<file path="src/rtl/image_proc_engine_if.sv">
// Bus bundle between image_proc_engine and its controller and pixel memories.
interface image_proc_engine_if #(
   parameter int unsigned PIX_W = 8,
   parameter int unsigned ROW_W = 6,
   parameter int unsigned COL_W = 6
);
   logic             start;
   logic [2:0]       mode;
   logic [PIX_W-1:0] param;
   logic [PIX_W-1:0] in_pix;
   logic [ROW_W-1:0] in_row;
   logic [COL_W-1:0] in_col;
   logic [ROW_W-1:0] out_row;
   logic [COL_W-1:0] out_col;
   logic             out_we;
   logic [PIX_W-1:0] out_pix;
   logic             busy;
   logic             done;

   // Controller / memory side
   modport master (
      output start, mode, param, in_pix,
      input  in_row, in_col, out_row, out_col, out_we, out_pix, busy, done
   );

   // Engine side
   modport slave (
      input  start, mode, param, in_pix,
      output in_row, in_col, out_row, out_col, out_we, out_pix, busy, done
   );
endinterface

</file>
<file path="src/rtl/image_proc_engine.sv">
// Raster image engine: scans a source image and writes one processed pixel per cycle.
module image_proc_engine #(
   parameter int unsigned PIX_W = 8,
   parameter int unsigned ROW_W = 6,
   parameter int unsigned COL_W = 6
) (
   input  logic                clk,
   input  logic                reset,
   image_proc_engine_if.slave  bus
);
   localparam int unsigned AW    = ROW_W + COL_W;
   localparam int unsigned SUM_W = PIX_W + 2;
   localparam logic [AW-1:0]    LAST_ADDR = '1;
   localparam logic [COL_W-1:0] MAXC      = '1;
   localparam logic [PIX_W-1:0] MAXP      = '1;

   typedef enum logic [1:0] {ST_IDLE, ST_SCAN, ST_DRAIN, ST_DONE} state_e;

   state_e           state_q, state_d;
   logic [AW-1:0]    addr_q, addr_d;
   logic [2:0]       mode_q, mode_d;
   logic [PIX_W-1:0] param_q, param_d;
   logic             busy_q, busy_d;
   logic             done_q, done_d;
   // read stage: address whose data is on in_pix this cycle
   logic             rd_v_q, rd_v_d;
   logic [ROW_W-1:0] rd_row_q, rd_row_d;
   logic [COL_W-1:0] rd_col_q, rd_col_d;
   // blur stage: centre pixel waiting for its right neighbour
   logic             cur_v_q, cur_v_d;
   logic [ROW_W-1:0] cur_row_q, cur_row_d;
   logic [COL_W-1:0] cur_col_q, cur_col_d;
   logic [PIX_W-1:0] cur_pix_q, cur_pix_d;
   logic [PIX_W-1:0] prev_pix_q, prev_pix_d;
   // write port
   logic             out_we_q, out_we_d;
   logic [ROW_W-1:0] out_row_q, out_row_d;
   logic [COL_W-1:0] out_col_q, out_col_d;
   logic [PIX_W-1:0] out_pix_q, out_pix_d;

   logic             blur_mode;
   logic             mirror_mode;
   logic [PIX_W:0]   add_sum;
   logic [PIX_W-1:0] point_pix;
   logic [PIX_W-1:0] blur_l, blur_r;
   logic [SUM_W-1:0] blur_sum;
   logic [PIX_W-1:0] blur_pix;

   assign blur_mode   = (mode_q == 3'd5);
   assign mirror_mode = (mode_q == 3'd4);

   // Point operations on the pixel currently returned by the source memory
   always_comb begin
      add_sum   = {1'b0, bus.in_pix} + {1'b0, param_q};
      point_pix = bus.in_pix;
      case (mode_q)
         3'd1:    point_pix = ~bus.in_pix;
         3'd2:    point_pix = (bus.in_pix >= param_q) ? MAXP : '0;
         3'd3:    point_pix = add_sum[PIX_W] ? MAXP : add_sum[PIX_W-1:0];
         3'd6:    point_pix = (bus.in_pix >= param_q) ? (bus.in_pix - param_q) : '0;
         default: point_pix = bus.in_pix;
      endcase
   end

   // 1-2-1 blur with edge replication; the right neighbour is the live memory data
   always_comb begin
      blur_l   = (cur_col_q == '0)  ? cur_pix_q : prev_pix_q;
      blur_r   = (cur_col_q == MAXC) ? cur_pix_q : bus.in_pix;
      blur_sum = SUM_W'(blur_l) + (SUM_W'(cur_pix_q) << 1) + SUM_W'(blur_r);
      blur_pix = PIX_W'(blur_sum >> 2);
   end

   // Next-state, address generation, pipeline advance and write port
   always_comb begin
      state_d    = state_q;
      addr_d     = addr_q;
      mode_d     = mode_q;
      param_d    = param_q;
      busy_d     = busy_q;
      done_d     = done_q;
      rd_v_d     = (state_q == ST_SCAN);
      rd_row_d   = addr_q[AW-1:COL_W];
      rd_col_d   = addr_q[COL_W-1:0];
      cur_v_d    = rd_v_q;
      cur_row_d  = rd_row_q;
      cur_col_d  = rd_col_q;
      cur_pix_d  = bus.in_pix;
      prev_pix_d = cur_pix_q;
      out_we_d   = 1'b0;
      out_row_d  = out_row_q;
      out_col_d  = out_col_q;
      out_pix_d  = out_pix_q;

      if (blur_mode) begin
         if (cur_v_q) begin
            out_we_d  = 1'b1;
            out_row_d = cur_row_q;
            out_col_d = cur_col_q;
            out_pix_d = blur_pix;
         end
      end else if (rd_v_q) begin
         out_we_d  = 1'b1;
         out_row_d = rd_row_q;
         out_col_d = mirror_mode ? (MAXC - rd_col_q) : rd_col_q;
         out_pix_d = point_pix;
      end

      case (state_q)
         ST_IDLE, ST_DONE: begin
            if (bus.start) begin
               state_d = ST_SCAN;
               addr_d  = '0;
               mode_d  = bus.mode;
               param_d = bus.param;
               busy_d  = 1'b1;
               done_d  = 1'b0;
            end
         end
         ST_SCAN: begin
            addr_d = addr_q + AW'(1);
            if (addr_q == LAST_ADDR) begin
               state_d = ST_DRAIN;
            end
         end
         ST_DRAIN: begin
            if (!rd_v_q && (!blur_mode || !cur_v_q)) begin
               state_d = ST_DONE;
               busy_d  = 1'b0;
               done_d  = 1'b1;
            end
         end
         default: state_d = ST_IDLE;
      endcase
   end

   // State and datapath registers
   always_ff @(posedge clk or posedge reset) begin
      if (reset) begin
         state_q    <= ST_IDLE;
         addr_q     <= '0;
         mode_q     <= '0;
         param_q    <= '0;
         busy_q     <= 1'b0;
         done_q     <= 1'b0;
         rd_v_q     <= 1'b0;
         rd_row_q   <= '0;
         rd_col_q   <= '0;
         cur_v_q    <= 1'b0;
         cur_row_q  <= '0;
         cur_col_q  <= '0;
         cur_pix_q  <= '0;
         prev_pix_q <= '0;
         out_we_q   <= 1'b0;
         out_row_q  <= '0;
         out_col_q  <= '0;
         out_pix_q  <= '0;
      end else begin
         state_q    <= state_d;
         addr_q     <= addr_d;
         mode_q     <= mode_d;
         param_q    <= param_d;
         busy_q     <= busy_d;
         done_q     <= done_d;
         rd_v_q     <= rd_v_d;
         rd_row_q   <= rd_row_d;
         rd_col_q   <= rd_col_d;
         cur_v_q    <= cur_v_d;
         cur_row_q  <= cur_row_d;
         cur_col_q  <= cur_col_d;
         cur_pix_q  <= cur_pix_d;
         prev_pix_q <= prev_pix_d;
         out_we_q   <= out_we_d;
         out_row_q  <= out_row_d;
         out_col_q  <= out_col_d;
         out_pix_q  <= out_pix_d;
      end
   end

   assign bus.in_row  = addr_q[AW-1:COL_W];
   assign bus.in_col  = addr_q[COL_W-1:0];
   assign bus.out_row = out_row_q;
   assign bus.out_col = out_col_q;
   assign bus.out_we  = out_we_q;
   assign bus.out_pix = out_pix_q;
   assign bus.busy    = busy_q;
   assign bus.done    = done_q;
endmodule

</file>
<file path="src/flat_wrapper.sv">
// flat-port wrapper written by rule: the top's interface ports become plain ports
module image_proc_engine_flat 
#(
   parameter int unsigned PIX_W = 8,
   parameter int unsigned ROW_W = 6,
   parameter int unsigned COL_W = 6
)
  (clk, reset, bus_start, bus_mode, bus_param, bus_in_pix, bus_in_row, bus_in_col, bus_out_row, bus_out_col, bus_out_we, bus_out_pix, bus_busy, bus_done);
  image_proc_engine_if #(.PIX_W(PIX_W), .ROW_W(ROW_W), .COL_W(COL_W)) bus_i ();
  input  logic clk;
  input  logic reset;
  input wire logic [$bits(bus_i.start)-1:0] bus_start;
  input wire logic [$bits(bus_i.mode)-1:0] bus_mode;
  input wire logic [$bits(bus_i.param)-1:0] bus_param;
  input wire logic [$bits(bus_i.in_pix)-1:0] bus_in_pix;
  output wire logic [$bits(bus_i.in_row)-1:0] bus_in_row;
  output wire logic [$bits(bus_i.in_col)-1:0] bus_in_col;
  output wire logic [$bits(bus_i.out_row)-1:0] bus_out_row;
  output wire logic [$bits(bus_i.out_col)-1:0] bus_out_col;
  output wire logic [$bits(bus_i.out_we)-1:0] bus_out_we;
  output wire logic [$bits(bus_i.out_pix)-1:0] bus_out_pix;
  output wire logic [$bits(bus_i.busy)-1:0] bus_busy;
  output wire logic [$bits(bus_i.done)-1:0] bus_done;
  assign bus_i.start = bus_start;
  assign bus_i.mode = bus_mode;
  assign bus_i.param = bus_param;
  assign bus_i.in_pix = bus_in_pix;
  assign bus_in_row = bus_i.in_row;
  assign bus_in_col = bus_i.in_col;
  assign bus_out_row = bus_i.out_row;
  assign bus_out_col = bus_i.out_col;
  assign bus_out_we = bus_i.out_we;
  assign bus_out_pix = bus_i.out_pix;
  assign bus_busy = bus_i.busy;
  assign bus_done = bus_i.done;
  image_proc_engine #(.PIX_W(PIX_W), .ROW_W(ROW_W), .COL_W(COL_W)) u_core (.clk(clk), .reset(reset), .bus(bus_i));
endmodule
</file>
<file path="config.mk">
export PLATFORM = sky130hd
export DESIGN_NAME = image_proc_engine_flat
export DESIGN_NICKNAME = d
export VERILOG_FILES = /design/src/rtl/image_proc_engine_if.sv /design/src/rtl/image_proc_engine.sv /design/src/flat_wrapper.sv
export SDC_FILE = /design/constraint.sdc
export NUM_CORES = 1
export LEC_CHECK = 0
export CORE_AREA = 3 3 105 97
export DETAILED_ROUTE_END_ITERATION = 8
export DIE_AREA = 0 0 108 100
export GPL_ROUTABILITY_DRIVEN = 0
export HOLD_SLACK_MARGIN = 0.02
export PLACE_DENSITY = 0.78
export SKIP_LAST_GASP = 1
export SLEW_MARGIN = 20
export SYNTH_ARGS = -nofsm -noshare
export SYNTH_HDL_FRONTEND = slang
export SYNTH_SLANG_ARGS = --single-unit
</file>
<file path="constraint.sdc">
create_clock -name clk -period 7.6 [get_ports clk]
set_input_delay 0.76 -clock clk [delete_from_list [all_inputs] [get_ports clk]]
set_output_delay 0.76 -clock clk [all_outputs]
set_load 0.01 [all_outputs]
</file>
== Word level (Yosys, flattened, before mapping) ==
Index checks and enable logic that the tools add are counted.

* Register bits after elaboration: 90
* Output and inout port bits: 35
* Input port bits: 22

* Add/sub/neg operators: 6
* Equality and inequality tests: 15
* Bitwise gates (word level): 1
* Muxes and demuxes: 31
* Order comparisons: 1
* Reductions and logical operators: 16

{| class="wikitable"
|+ Operators by type and width
! kind !! number
|-
| two-way mux 8 bit || 8
|-
| two-way mux 6 bit || 7
|-
| one-hot mux 8 bit (4 select lines) || 1
|-
| one-hot mux 12 bit (2 select lines) || 1
|-
| adder 12 x 1 -> 12 bit, second input constant || 1
|-
| == test 12 bit, second input constant || 1
|-
| two-way mux 12 bit || 1
|-
| adder 10 x 8 -> 10 bit || 1
|-
| adder 8 x 9 -> 10 bit || 1
|-
| adder 8 x 8 -> 9 bit || 1
|-
| == test 3 bit, second input constant || 3
|-
| >= comparator 8 bit || 1
|-
| inverter 8 bit || 1
|-
| subtractor 8 bit || 1
|-
| two-way mux 1 bit || 7
|-
| == test 3 x 2 -> 1 bit, second input constant || 2
|-
| == test 6 bit, second input constant || 1
|-
| zero test 6 bit || 1
|-
| two-way mux 2 bit || 3
|-
| one-hot mux 2 bit (3 select lines) || 1
|-
| AND reduction 2 bit || 3
|-
| AND reduction 3 bit || 2
|-
| nonzero test 2 bit || 3
|-
| subtractor 6 bit, first input constant || 1
|-
| other kinds (11) || 17
|}

== Longest topological paths before layout ==
* Depth after elaboration: 6
* Mapped depth: 15
* Gate-level depth less buffers: 14

== Worst setup path before layout ==
Ideal clock, no wire load.

* Path kind: register to register
* From: register u_core.cur_col_q[2]
* To: register u_core.out_pix_q[5] (netlist: u_core.bus.out_pix[5])
* Required time: 7,523 ps
* Stages on the path, launching flop included: 14
* Setup slack: 4,123 ps
* Data arrival time: 3,399 ps
* Cells stage by stage: dfrtp_1 -> nand4_1 -> nor2_1 -> mux2_2 -> fa_1 -> o2111ai_1 -> fa_1 -> nor2b_1 -> o21ai_0 -> a21boi_0 -> o21ai_0 -> a211oi_1 -> o22ai_1 -> a21oi_1

* Word-level cells in the longest chain between the ends: 6
* Elaborated cells between the ends (all ways): 8

{| class="wikitable"
|+ Ends and longest elaborated chain
! element !! RTL line !! source
|-
| start: declaration || image_proc_engine.sv:32 || <nowiki>logic [COL_W-1:0] cur_col_q, cur_col_d;</nowiki>
|-
| start signal: assignment || image_proc_engine.sv:169 || <nowiki>cur_col_q <= cur_col_d;</nowiki>
|-
| zero test 6 bit || image_proc_engine.sv:67 || <nowiki>blur_l = (cur_col_q == '0) ? cur_pix_q : prev_pix_q;</nowiki>
|-
| two-way mux 8 bit || image_proc_engine.sv:67 ||
|-
| adder 8 x 9 -> 10 bit || image_proc_engine.sv:69 || <nowiki>blur_sum = SUM_W'(blur_l) + (SUM_W'(cur_pix_q) << 1) + SUM_W'(blur_r);</nowiki>
|-
| adder 10 x 8 -> 10 bit (*) || image_proc_engine.sv:69 ||
|-
| two-way mux 8 bit (*) || image_proc_engine.sv:95 || <nowiki>if (cur_v_q) begin</nowiki>
|-
| two-way mux 8 bit (*) || image_proc_engine.sv:94 || <nowiki>if (blur_mode) begin</nowiki>
|-
| end signal: assignment || image_proc_engine.sv:175 || <nowiki>out_pix_q <= out_pix_d;</nowiki>
|-
| end: declaration || image_proc_engine.sv:39 || <nowiki>logic [PIX_W-1:0] out_pix_q, out_pix_d;</nowiki>
|}

Mark *: on every way between the ends. The rest lies on a longest branch, timed or not. The select of a mux whose other input is x is not followed.
A chain may end at the register's enable or synchronous reset.

== Worst setup path after layout ==
* From: register u_core.cur_col_q[3]
* To: register u_core.out_pix_q[5] (netlist: u_core.bus.out_pix[5])

Same word-level chain as after synthesis.

==> flow_summary.yaml <==
outcome:
  status: "completed"
global_route:
  grt_overflow_total: 0
  grt_usage: 0.222
  grt_pass1_vias: 3873
  grt_pass1_wl_um: 18900
  grt_start_max_net_pins: 91
  antenna_found_initial: 0
finish:
  nets: 622
  regArea_um2: 2250
  drive_gt1_frac: 0.0669
  area_delta_synth_final_pct: 17.0
  multi_input_area_um2: 2500
  num-fill-cells: 741
  utilization: 0.641
  diodes: 0
clock_tree:
  cts_hold_buf: 0
  cts_setup_buffers: 0
  htree_levels: 3
  clk_pin_slew_ps: 90
  cts_root_buf: "clkbuf_8"
  insertion_delay_ps: 360
  numCtsBuffers: 9
  post_cts_resized: 0
  cts_tree: "yes"
  cts.sink_count: 90
  ctsLongestPathBuffers: 2
power:
  pwr-share-comb: 0.552
  sw_frac_of_total: 0.433
  p_int_uw: 1330
  switching_power_uw: 1020
  peakVddDrop_mv: 0.200
  leakagePower_uw: 0.00261
  power_density_nw_per_um2: 402
  p_seq_frac: 0.312
  power_uw: 2350
  p_clk_frac: 0.136
timing:
  rsz0062_at_grt: "false"
  final.setup.tns_ps: 0
  finalSetupViolCount: 0
  skew_ps: 14.6
  relSlewSlack: 0.421
  period_needed_ps: 4080
  holdWs_ps: 385
  worstMarginPinSlew_ps: 866
  hold_viol_final: 0
  max_clock_freq_mhz: 245
  slew_viol_final: 0
  fin_crit_sh: 0.536
synth:
  syn-cell-area_um2: 5000
  synth_edf_count: 0
  syn_nets: 571
  synthArstFlopShare: 1.00
  syn_avg_cell_area_um2: 9.76
  synth-main-ff-cell: "dfrtp_1"
  postSynthCellCount: 512
  synth_seq_area_share: 0.451
  synth_top_area_frac: 0.451
  yosysTopAreaCell: "dfrtp_1"
  synth-seq-cells: 90
  yosys-top-cells-area: "dfrtp_1, ha_1, fa_1, nor2_1, a21oi_1"
  ys_types: 58
  ys_warn_count: 0
route:
  ant_nets: 0
  drc: 0
  routed_wl_um: 11200
  via_count: 3954
  drtPass1Iterations: 5
  viasPerCell: 5.73
  wl_per_cell_um: 16.2
  drt-initial-drc-count: 353
worst_hold_path:
  whs_path_depth: 0
  hold_start: "u_core.cur_row_d[5]"
  hold_path_end: "u_core.cur_row_q[5]"
  hold_path_class: "reg2reg"
floorplan:
  ios: 57
  fp-row-count: 33
  dieArea_um2: 10800
  initial_core_util: 0.548
  fp.dieW_um: 108
  die_h_um: 100
  core_region_area_um2: 9130
run:
  cap_violations: 0
worst_setup_path:
  reg2reg_to: "u_core.bus.out_pix[5]"
  cp-start-kind: "flop"
  worst_r2r_startpoint: "u_core.cur_col_q[3]"
  crit_path_cell_trace: "nand4_1 > nor2_1 > mux2_2 > fa_1 > o2111ai_1 > fa_1 > nor2b_1 > o21ai_0 > a21boi_0 > o21ai_0 > a211oi_1 > o22ai_1 > a21oi_1"
  crit_type: "reg2reg"
  ff2ff_path_depth: 13
  critical_path.max_stage_delay_ps: 710
  path_max_fanout: 8
  reg2reg_setup_slack_ps: 3520
  cp.required_ps: 7890
  cp-end-kind: "flop"
  cp_top_family: "compound AO/OA/AOI/OAI gates"
  worst_ep_arrival_time_ps: 4370
  crit_path_top_delay_cell: "nor2_1"
  crit_buf_inv: 0
placement:
  hpwlAfterDp_um: 8260
  numPortBuffers: 56
==> area by class of cell <==
type                            count  area share
Sequential cell                    90       0.385
Inverter                           47      0.0304
Timing Repair Buffer               57      0.0978
Clock buffer                       12      0.0231
Tap cell                          122      0.0261
Multi-Input combinational cell    358       0.428
Clock inverter                      4     0.00899
==> sequential cells by signal, indices dropped and copies added (netlist names) <==
signal and count:
u_core.state_q 2, u_core.addr_q 12, u_core.cur_v_d 1, u_core.bus.out_we 1, u_core.bus.done 1, u_core.prev_pix_q 8
u_core.bus.busy 1, u_core.cur_pix_q 8, u_core.mode_q 3, u_core.param_q 8, u_core.bus.out_row 6, u_core.cur_v_q 1
u_core.cur_row_q 6, u_core.bus.out_col 6, u_core.cur_col_d 6, u_core.cur_col_q 6, u_core.bus.out_pix 8, u_core.cur_row_d 6
==> power groups by stage <==
stage / registers, uW / logic (uW) / clock network, uW
5_1_grt: 756 / 1440 / 348
2_1_floorplan: 716 / 926 / 0
4_1_cts: 732 / 1280 / 328
3_5_place_dp: 743 / 1270 / 0
6_report: 733 / 1300 / 320
3_3_place_gp: 736 / 1240 / 0
==> cells in the mapped netlist, types with 7 or more instances <==
library cell	instances
inv_1	46
dfrtp_1	90
clkbuf_1	10
fa_1	10
nor3_1	7
xor2_1	11
mux2i_1	15
o21ai_0	31
ha_1	27
nand2b_1	7
mux2_2	12
nand2_1	43
nand3_1	13
nor2_1	52
xnor2_1	8
a31oi_1	7
a21oi_1	35
==> placed cells by master, fill, tap and decap left out, types with 4 or more instances in the layout <==
cell type and n:
nor3_1 7, o221ai_1 6, nor2b_1 6, nand3_1 13, dfrtp_1 90, a31oi_1 7, clkbuf_8 9, fa_1 10
nand4_1 5, clkdlybuf4s50_1 56, xnor2_1 8, xor2_1 11, inv_1 45, o21ai_0 31, nand2_1 43, a21oi_1 35
nand2b_1 7, nor2_1 52, mux2i_1 15, mux2_2 12, ha_1 27, o31ai_1 4
==> stage by stage <==
step,cells,instance area (um2),setup WS [ps]
4_1_cts,690,5830,3560
6_report,690,5850,3520
5_1_grt,690,5850,3120
3_3_place_gp,674,5650,3660
3_5_place_dp,674,5650,3540
2_1_floorplan,512,5000,4120
==> logic make-up (layout without fill, tap and decap cells) <==
kind of cell    Yosys count  count (layout)  share of synthesized area
buf+inv                  64             120                     0.0496
xor+xnor                 19              19                     0.0333
simple gates            150             150                      0.139
flops                    90              90                      0.451
fa+ha+maj                37              37                      0.108
mux                      27              27                     0.0571
compound gates          125             125                      0.163
==> layer usage <==
metal / share of wire / GRT usage
met1: 0.44 / 0.307
met2: 0.47 / 0.356
met3: 0.064 / 0.0444
met4: 0.024 / 0.0718
met5: 0 / 0
==> worst max-delay path by stage <==
stage	from	end	slack, ps	depth (start not counted)
2_1_floorplan	u_core.cur_col_q[2]	u_core.bus.out_pix[5]	4120	13
3_3_place_gp	bus_in_pix[1]	u_core.bus.out_pix[5]	3660	12
3_5_place_dp	bus_in_pix[1]	u_core.bus.out_pix[5]	3540	12
4_1_cts	u_core.cur_col_q[2]	u_core.bus.out_pix[5]	3560	13
5_1_grt	u_core.cur_col_q[3]	u_core.bus.out_pix[7]	3120	13
6_report	u_core.cur_col_q[3]	u_core.bus.out_pix[5]	3520	13
No activity file was read; power rests on OpenSTA's default activity.
